## config.mk

```make
export PLATFORM = sky130hd
export DESIGN_NAME = cspec_recovery
export DESIGN_NICKNAME = d
export VERILOG_FILES = /design/src/rtl/cspec_pkg.sv /design/src/rtl/cspec_exact_add.sv /design/src/rtl/cspec_recovery.sv
export SDC_FILE = /design/constraint.sdc
export NUM_CORES = 1
export LEC_CHECK = 0
export ABC_AREA = 1
export BUFFER_PORTS_ARGS = -buffer_cell sky130_fd_sc_hd__buf_2
export CORE_ASPECT_RATIO = 1.75
export CORE_MARGIN = 3
export CORE_UTILIZATION = 39
export CTS_CLUSTER_SIZE = 16
export DETAILED_ROUTE_END_ITERATION = 8
export PLACE_DENSITY = 0.63
export SKIP_LAST_GASP = 1
export SLEW_MARGIN = 30
export SYNTH_ARGS = -nofsm -noshare
export SYNTH_HDL_FRONTEND = slang
export SYNTH_SLANG_ARGS = --single-unit
```

## constraint.sdc

```tcl
create_clock -name clk -period 3.74 [get_ports clk]
set_clock_uncertainty 0.05 [all_clocks]
set_input_delay 0 -clock clk [delete_from_list [all_inputs] [get_ports clk]]
set_output_delay 0 -clock clk [all_outputs]
set_load 0.02 [all_outputs]
```

## src/rtl/cspec_pkg.sv

```systemverilog
// Shared definitions for the speculative-adder recovery stage.
package cspec_pkg;

    localparam int DEF_WIDTH = 16;
    localparam int DEF_CNT_W = 16;

    localparam logic ST_PASS    = 1'b0;
    localparam logic ST_CORRECT = 1'b1;

    typedef enum logic {
        S_PASS    = ST_PASS,
        S_CORRECT = ST_CORRECT
    } state_t;

endpackage

```

## src/rtl/cspec_exact_add.sv

```systemverilog
// Combinational exact adder: {cout,sum} = a + b + cin.
module cspec_exact_add
    import cspec_pkg::*;
#(
    parameter int WIDTH = DEF_WIDTH
) (
    input  logic [WIDTH-1:0] a,
    input  logic [WIDTH-1:0] b,
    input  logic             cin,
    output logic [WIDTH-1:0] sum,
    output logic             cout
);

    assign {cout, sum} = {1'b0, a} + {1'b0, b} + {{WIDTH{1'b0}}, cin};

endmodule

```

## src/rtl/cspec_recovery.sv

```systemverilog
// Recovery stage behind the speculative adder: passes correct speculation through in one
// cycle, recomputes mis-speculated results in a single correction cycle, and keeps
// saturating operation / error counters.
//
// state     | meaning
// ----------+-----------------------------------------------------------------
// S_PASS    | accepting ops; good speculation goes straight to the output regs
// S_CORRECT | upstream stalled; fix regs hold the operands to be recomputed
module cspec_recovery
    import cspec_pkg::*;
#(
    parameter int WIDTH = DEF_WIDTH,
    parameter int CNT_W = DEF_CNT_W
) (
    input  logic             clk,
    input  logic             rst_n,
    input  logic             in_valid,
    output logic             in_ready,
    input  logic [WIDTH-1:0] in_a,
    input  logic [WIDTH-1:0] in_b,
    input  logic             in_cin,
    input  logic [WIDTH-1:0] in_spec_sum,
    input  logic             in_spec_cout,
    output logic             out_valid,
    input  logic             out_ready,
    output logic [WIDTH-1:0] out_sum,
    output logic             out_cout,
    output logic             out_err,
    input  logic             clr_cnt,
    output logic [CNT_W-1:0] op_cnt,
    output logic [CNT_W-1:0] err_cnt
);

    localparam logic [CNT_W-1:0] CNT_MAX = '1;

    state_t           state;
    logic [WIDTH-1:0] fix_a;
    logic [WIDTH-1:0] fix_b;
    logic             fix_cin;

    logic [WIDTH-1:0] det_sum;
    logic             det_cout;
    logic [WIDTH-1:0] cor_sum;
    logic             cor_cout;

    logic             err;
    logic             free;
    logic             accept;

    // Detection path: exact result of the live inputs.
    cspec_exact_add #(.WIDTH(WIDTH)) u_detect (
        .a    (in_a),
        .b    (in_b),
        .cin  (in_cin),
        .sum  (det_sum),
        .cout (det_cout)
    );

    // Correction path: exact result of the captured operands.
    cspec_exact_add #(.WIDTH(WIDTH)) u_correct (
        .a    (fix_a),
        .b    (fix_b),
        .cin  (fix_cin),
        .sum  (cor_sum),
        .cout (cor_cout)
    );

    assign err      = ({in_spec_cout, in_spec_sum} != {det_cout, det_sum});
    assign free     = !out_valid || out_ready;
    assign in_ready = (state == S_PASS) && free;
    assign accept   = in_valid && in_ready;

    // FSM and output registers; a load in the same cycle overrides the handshake drop.
    always_ff @(posedge clk) begin
        if (!rst_n) begin
            state     <= S_PASS;
            out_valid <= 1'b0;
            out_sum   <= '0;
            out_cout  <= 1'b0;
            out_err   <= 1'b0;
            fix_a     <= '0;
            fix_b     <= '0;
            fix_cin   <= 1'b0;
        end else begin
            if (out_valid && out_ready) begin
                out_valid <= 1'b0;
            end
            case (state)
                S_PASS: begin
                    if (accept) begin
                        if (err) begin
                            fix_a   <= in_a;
                            fix_b   <= in_b;
                            fix_cin <= in_cin;
                            state   <= S_CORRECT;
                        end else begin
                            out_valid <= 1'b1;
                            out_sum   <= in_spec_sum;
                            out_cout  <= in_spec_cout;
                            out_err   <= 1'b0;
                        end
                    end
                end
                S_CORRECT: begin
                    if (free) begin
                        out_valid <= 1'b1;
                        out_sum   <= cor_sum;
                        out_cout  <= cor_cout;
                        out_err   <= 1'b1;
                        state     <= S_PASS;
                    end
                end
                default: state <= S_PASS;
            endcase
        end
    end

    // Saturating counters; clear wins over a same-cycle increment.
    always_ff @(posedge clk) begin
        if (!rst_n || clr_cnt) begin
            op_cnt  <= '0;
            err_cnt <= '0;
        end else if (accept) begin
            if (op_cnt != CNT_MAX) begin
                op_cnt <= op_cnt + CNT_W'(1);
            end
            if (err && (err_cnt != CNT_MAX)) begin
                err_cnt <= err_cnt + CNT_W'(1);
            end
        end
    end

endmodule

```

==> impl_metrics.json, run 1 <==
{
  "boundaryPins": 107,
  "post_synth_num_cell_types": 41,
  "synth_edf_count": 0,
  "synth-xor-area-share": 0.0403,
  "crit_top_cell": "nor2_1",
  "syn-cell-area_sq_mm": 0.00608,
  "cts_tree": "done",
  "syn_inst": 936,
  "finalWeightedCongestion": 0.864,
  "p_leak_nw": 3.61,
  "place_ws_ns": 0.510,
  "ys_seq_area_frac": 0.280,
  "synthMuxAreaShare": 0,
  "fin_util": 0.491,
  "area_growth_pct": 21.6,
  "cp_slowest_cell": "dlygate4sd3_1",
  "synth_most_common_cell": "nand2_1",
  "ys_ff_latch": 85,
  "finalSetupTns_ns": 0,
  "grt_pass1_wl_microns": 27800,
  "setup_violations": 0,
  "cpLargestDelayFamily": "simple AND/OR/NAND/NOR gates",
  "period_minus_slack_ns": 3.39,
  "status": "finished clean",
  "cts.sinks": 85,
  "cts_buffers": 9,
  "portBuffers": 106,
  "end_kind": "register",
  "grt-ovfl-total": 0,
  "post_cts_resized": 0,
  "drv_slew": 0,
  "fin_crit_sh": 0.905,
  "dp_hpwl_microns": 13200,
  "ctsHoldBuffers": 41,
  "drtIter0Drc": 182,
  "die_y_microns": 171,
  "grt_usage": 0.202,
  "core_area_sq_mm": 0.0151,
  "dr.pass1.iters": 5,
  "arrival_ns": 3.61,
  "vias_per_cell": 4.99,
  "cts_setup_buffers": 0,
  "finalHoldViolCount": 0,
  "finalInstanceArea_sq_mm": 0.00740,
  "postRouteAntennaNets": 0,
  "num_rows": 59,
  "nFillCells": 1652,
  "h-tree-depth": 3,
  "dieWidth_microns": 100,
  "synth_top_family_by_area": "simple AND/OR/NAND/NOR gates",
  "relSlewSlack": 0.520,
  "required_ns": 3.96,
  "cts-root-buf": "clkbuf_16",
  "drt-total-wl_microns": 17000,
  "grt_pass1_vias": 6119,
  "yosys.area_share.simple": 0.366,
  "max_freq_mhz": 295,
  "async_reset_ff_frac": 0,
  "drive_gt1_frac": 0.164,
  "syn_area_per_cell_sq_um": 6.50,
  "cp_num_buf_inv": 5,
  "worstSkewPairLatency_ns": 0.34,
  "yosys_warnings": 0,
  "drv_cap": 0,
  "clockBufferDepth": 2,
  "drc": 0,
  "powerDensity_mw_per_mm2": 348,
  "start_util": 0.404,
  "synth_fa_ha_area_frac": 0.0790,
  "crit_chain": "dlygate4sd3_1, buf_2, inv_1, fa_1, inv_1, fa_1, nand2_1, nand2_1, nor2_1, nand3_1, nor2_1, nand3_1, nor2_1, nand4_1, nor2_2, nand4_4, nand2_4, buf_4, o21ai_0, nor2_1",
  "antenna_found_initial": 0,
  "tightest_slew_ns": 0.719,
  "whs_ns": 0.00165,
  "synth_ff_type": "dfxtp_1",
  "synth.top_cells.by_count": "nand2_1, nor2_1, inv_1",
  "n_antenna_cell": 0,
  "vias": 6282,
  "synth_top_cell_area_share": 0.280,
  "max-vdd-ir-drop_v": 0.000232,
  "drt-wirelength-per-cell_microns": 13.5,
  "rsz0062_at_grt": "false",
  "synth_nets": 1027,
  "start_kind": "input pin",
  "place_area_sq_mm": 0.00669,
  "final_nets": 1162,
  "synth_compound_gate_area_share": 0.127,
  "crit_type": "in -> reg",
  "clk_pin_slew_worst_paths_ns": 0.07,
  "setup_ws_ns": 0.354,
  "hp-class": "in -> reg",
  "synth_largest_area_cell": "dfxtp_1",
  "die_area_sq_mm": 0.0172,
  "grt_max_degree": 52,
  "crit_fanout": 34,
  "cpPeakStageDelay_ns": 0.53,
  "synthTopCellsByArea": "dfxtp_1, nand2_1, nor2_1"
}
-- metrics by stage --
step | total power [mW] | cells
finish | 2.57 | 1259
global route | 2.72 | 1259
CTS | 2.60 | 1259
detailed placement | 1.63 | 1202
global placement | 1.63 | 1202
floorplan | 1.48 | 936
-- registers in the layout, indices dropped and copies added (netlist names) --
signal / cells
out_valid: 1
out_cout: 1
err_cnt: 16
fix_a: 16
op_cnt: 16
fix_b: 16
fix_cin: 1
state: 1
out_err: 1
out_sum: 16
-- power by group --
group	switching [mW]	internal [mW]	total [mW]
Clock	0.403	0.523	0.927
Combinational	0.404	0.255	0.659
Sequential	0.0312	0.955	0.986
Total	0.839	1.73	2.57
-- final cells by class --
type	instances	area [sq um]	share of cell area
inverters	121	457	0.0617
clock inverters	6	70.1	0.00947
multi-input cells	701	3720	0.503
well taps	183	229	0.0310
clock buffers	10	229	0.0310
flip-flops and latches	85	1700	0.230
repair buffers	153	986	0.133
-- cells in the final DEF (no fill, tap or decap), drive strengths merged, types with 3 or more instances in the layout --
master       instances
nor2               147
a31oi                3
dlygate4sd3         41
xnor2               10
dfxtp               85
clkbuf              10
nand4               26
nand2              217
nand3b               7
clkinvlp             3
or2                  4
o21a                 3
buf                112
and3                 3
nor3                15
o21ai               59
fa                   4
a21oi               70
nand3               70
ha                  32
inv                123
xor2                18
-- worst paths after layout --
path | start | to | slack, ns | depth (start not counted)
setup / recovery | in_a[0] | fix_b[6]$_SDFFE_PN0P_ | 0.35 | 20
hold / removal | in_spec_sum[5] | out_sum[5]$_SDFFE_PN0P_ | 0.002 | 5
setup reg to reg | fix_a[0]$_SDFFE_PN0P_ | out_sum[9]$_SDFFE_PN0P_ | 0.99 | 13
hold reg to reg | fix_b[0]$_SDFFE_PN0P_ | fix_b[0]$_SDFFE_PN0P_ | 0.44 | 2
-- worst register-to-register path: stages (launching register included) --
cell and delay (ns):
dfxtp_1 0.34, inv_1 0.06, fa_1 0.41, inv_1 0.09
nand3_1 0.07, nand2_1 0.13, inv_1 0.05, o21ai_0 0.54
a31oi_1 0.27, or2_2 0.34, nand3_1 0.07, nand2_1 0.05
a21oi_1 0.11, nor2_1 0.06
-- layer usage --
metal	routed length [microns]	GRT usage
met1	6470	0.208
met2	9060	0.383
met3	756	0.0321
met4	739	0.106
met5	0	0
-- cell families after synthesis --
kind of cell / count (synthesis)
compound gates: 146
xor+xnor: 28
fa+ha+maj: 36
buf+inv: 150
flops: 85
simple gates: 491
Power figures use the tool's default switching activity.
==> inputs of run 2 (changes only) <==
ABC_AREA = unset   (was 1)
CORE_UTILIZATION = 35   (was 39)
PLACE_DENSITY = 0.62   (was 0.63)
==> impl_metrics.json, run 2 <==
{
  "r2r_start": "fix_b[0]$_SDFFE_PN0P_",
  "swShare": 0.295,
  "p_clk_frac": 0.395,
  "max_freq_mhz": 289,
  "synth_largest_area_cell": "dfxtp_1",
  "whs_path_depth": 5,
  "core_area_sq_mm": 0.0159,
  "worstSkewPairLatency_ns": 0.34,
  "start_util": 0.358,
  "synth_ff_type": "dfxtp_1",
  "n_antenna_cell": 0,
  "synth_most_common_cell": "dfxtp_1",
  "rsz0062_at_grt": "false",
  "relSlewSlack": 0.511,
  "powerDensity_mw_per_mm2": 354,
  "grt_max_degree": 44,
  "setup_violations": 0,
  "finalHoldViolCount": 0,
  "final_cell_mix": "buf_2, dfxtp_1, a21oi_1",
  "syn_inst": 710,
  "dp_hpwl_microns": 12900,
  "drt-wirelength-per-cell_microns": 16.9,
  "cts_buffers": 9,
  "num_rows": 61,
  "reg2reg_depth": 14,
  "portBuffers": 106,
  "p_sw_mw": 0.741,
  "die_area_sq_mm": 0.0179,
  "drv_cap": 0,
  "synth.top_cells.by_count": "dfxtp_1, a21oi_1, nand2_1",
  "die_y_microns": 175,
  "met1_usage": 0.219,
  "ys_seq_area_frac": 0.300,
  "clockBufferDepth": 2,
  "period_minus_slack_ns": 3.45,
  "async_reset_ff_frac": 0,
  "finalSetupTns_ns": 0,
  "comb_power_share": 0.223,
  "postRouteAntennaNets": 0,
  "met2_usage": 0.357,
  "drtIter0Drc": 307,
  "timing.rr.end": "out_sum[14]$_SDFFE_PN0P_",
  "status": "finished clean",
  "final_nets": 927,
  "cts-root-buf": "clkbuf_16",
  "vias": 5651,
  "synth_top_cell_area_share": 0.300,
  "p_leak_nw": 2.99,
  "crit_fanout": 22,
  "boundaryPins": 107,
  "synthTopCellsByArea": "dfxtp_1, ha_1, a21oi_1",
  "syn-cell-area_sq_mm": 0.00568,
  "drv_slew": 0,
  "hold_start": "in_spec_sum[3]",
  "cts_tree": "done",
  "vias_per_cell": 5.49,
  "grt_pass1_wl_microns": 27400,
  "required_ns": 3.94,
  "clk_pin_slew_worst_paths_ns": 0.07,
  "start_kind": "input pin",
  "max-vdd-ir-drop_v": 0.000242,
  "yosys_warnings": 0,
  "grt_usage": 0.194,
  "power_frac_seq": 0.382,
  "dr.pass1.iters": 5,
  "p_int_mw": 1.77,
  "r2r_slack_ns": 0.66,
  "grt-busiest-layer": "met2",
  "syn_area_per_cell_sq_um": 8.00,
  "dieWidth_microns": 102,
  "synth_nets": 801,
  "antenna_found_initial": 1,
  "drc": 0,
  "grt_pass1_vias": 5456,
  "holdPathEnd": "out_sum[3]$_SDFFE_PN0P_",
  "area_growth_pct": 24.9,
  "hp-class": "in -> reg",
  "ys_ff_latch": 85,
  "fin_crit_sh": 0.924,
  "synth_edf_count": 0,
  "final_common_cell": "buf_2",
  "arrival_ns": 3.66,
  "use_met3": 0.0297,
  "tightest_slew_ns": 0.732,
  "crit_type": "in -> reg",
  "finalWeightedCongestion": 0.905,
  "drive_gt1_frac": 0.191,
  "drt-total-wl_microns": 17400,
  "end_kind": "register",
  "h-tree-depth": 3,
  "power_mw": 2.51,
  "grt-ovfl-total": 0,
  "cts.sinks": 85,
  "post_synth_num_cell_types": 62
}
[run 2: cell count changes in the layout (fill, tap and decap cells not counted), sizes merged, moves of 12 or more]
cell,delta
o31ai,+14
nand3,-20
nor2,-111
inv,-99
nand2,-146
or4,+12
mux2i,+20
xnor2,+19
nand4,-13
[run 2: final cells by class]
class | count | area (sq um)
fill | 1644 | 8780
multi-input combinational | 558 | 3680
sequential | 85 | 1700
timing repair buffer | 159 | 1070
tap | 189 | 236
clock buffer | 9 | 225
clock inverter | 7 | 97.6
inverter | 23 | 86.3
[run 2: timing repair]
| action | CTS | global route |
|---|---|---|
| gates resized for setup | 0 | 3 |
| endpoints found under the setup margin | 0 | 42 |
| hold buffers | 38 | 0 |
| hold endpoints to repair | 40 | 0 |
| buffers inserted | 0 | 1 |
[run 2: kinds of logic (layout without fill, tap and decap cells)]
family / after synthesis / after routing / synth area share
flops: 85 / 85 / 0.300
compound gates: 208 / 208 / 0.232
mux: 28 / 28 / 0.0511
fa+ha+maj: 36 / 36 / 0.0846
xor+xnor: 41 / 41 / 0.0632
simple gates: 245 / 245 / 0.216
buf+inv: 67 / 198 / 0.0535
[run 2: through the flow]
stage	hold WS (ns)	setup slack, ns	utilization	instances	cell area (sq um)
final	0.00751	0.286	0.447	1030	7090
after CTS	0.000794	0.0309	0.444	1028	7040
after global routing	0.0511	0.0381	0.447	1030	7090
after global placement	0.223	0.286	0.399	974	6340
after floorplan	0.0977	0.771	-	710	5680
after detailed placement	0.227	0.199	0.399	974	6340
[run 2: worst max path at each step]
stage,endpoint,slack (ns),cells after the start,start
finish,err_cnt[14]$_SDFFE_PP0P_,0.29,16,in_b[0]
global route,err_cnt[14]$_SDFFE_PP0P_,0.04,16,in_b[0]
CTS,out_sum[15]$_SDFFE_PN0P_,0.03,15,in_b[0]
detailed placement,out_sum[15]$_SDFFE_PN0P_,0.20,14,in_a[0]
global placement,out_sum[13]$_SDFFE_PN0P_,0.29,14,in_a[0]
floorplan,err_cnt[14]$_SDFFE_PP0P_,0.77,16,in_a[0]
[run 2: critical path, stage by stage]
cell and delay [ns]:
dlygate4sd3_1 0.51, buf_2 0.11, inv_1 0.05, fa_1 0.41, inv_1 0.08, fa_1 0.42
xnor2_1 0.14, nand2_1 0.11, a2111oi_2 0.36, o2111ai_1 0.16, a211oi_1 0.26, o2111a_1 0.23
and4_4 0.32, buf_12 0.17, nor3_1 0.07, a311oi_2 0.24
[run 2: power groups by stage]
stage | logic (mW) | clock network, mW | registers [mW]
2_1_floorplan | 0.360 | 0 | 0.995
3_3_place_gp | 0.525 | 0 | 0.982
3_5_place_dp | 0.527 | 0 | 0.982
4_1_cts | 0.559 | 1.02 | 0.961
5_1_grt | 0.620 | 1.05 | 0.965
6_report | 0.561 | 0.991 | 0.961
[run 2: metal layers]
metal | wire length [microns] | up-vias | part of all wire
met4 | 514 | 2 | 0.030
met2 | 9390 | 142 | 0.54
met5 | 7 | - | 0.00040
li1 | - | 2839 | -
met1 | 6760 | 2630 | 0.39
met3 | 699 | 38 | 0.040
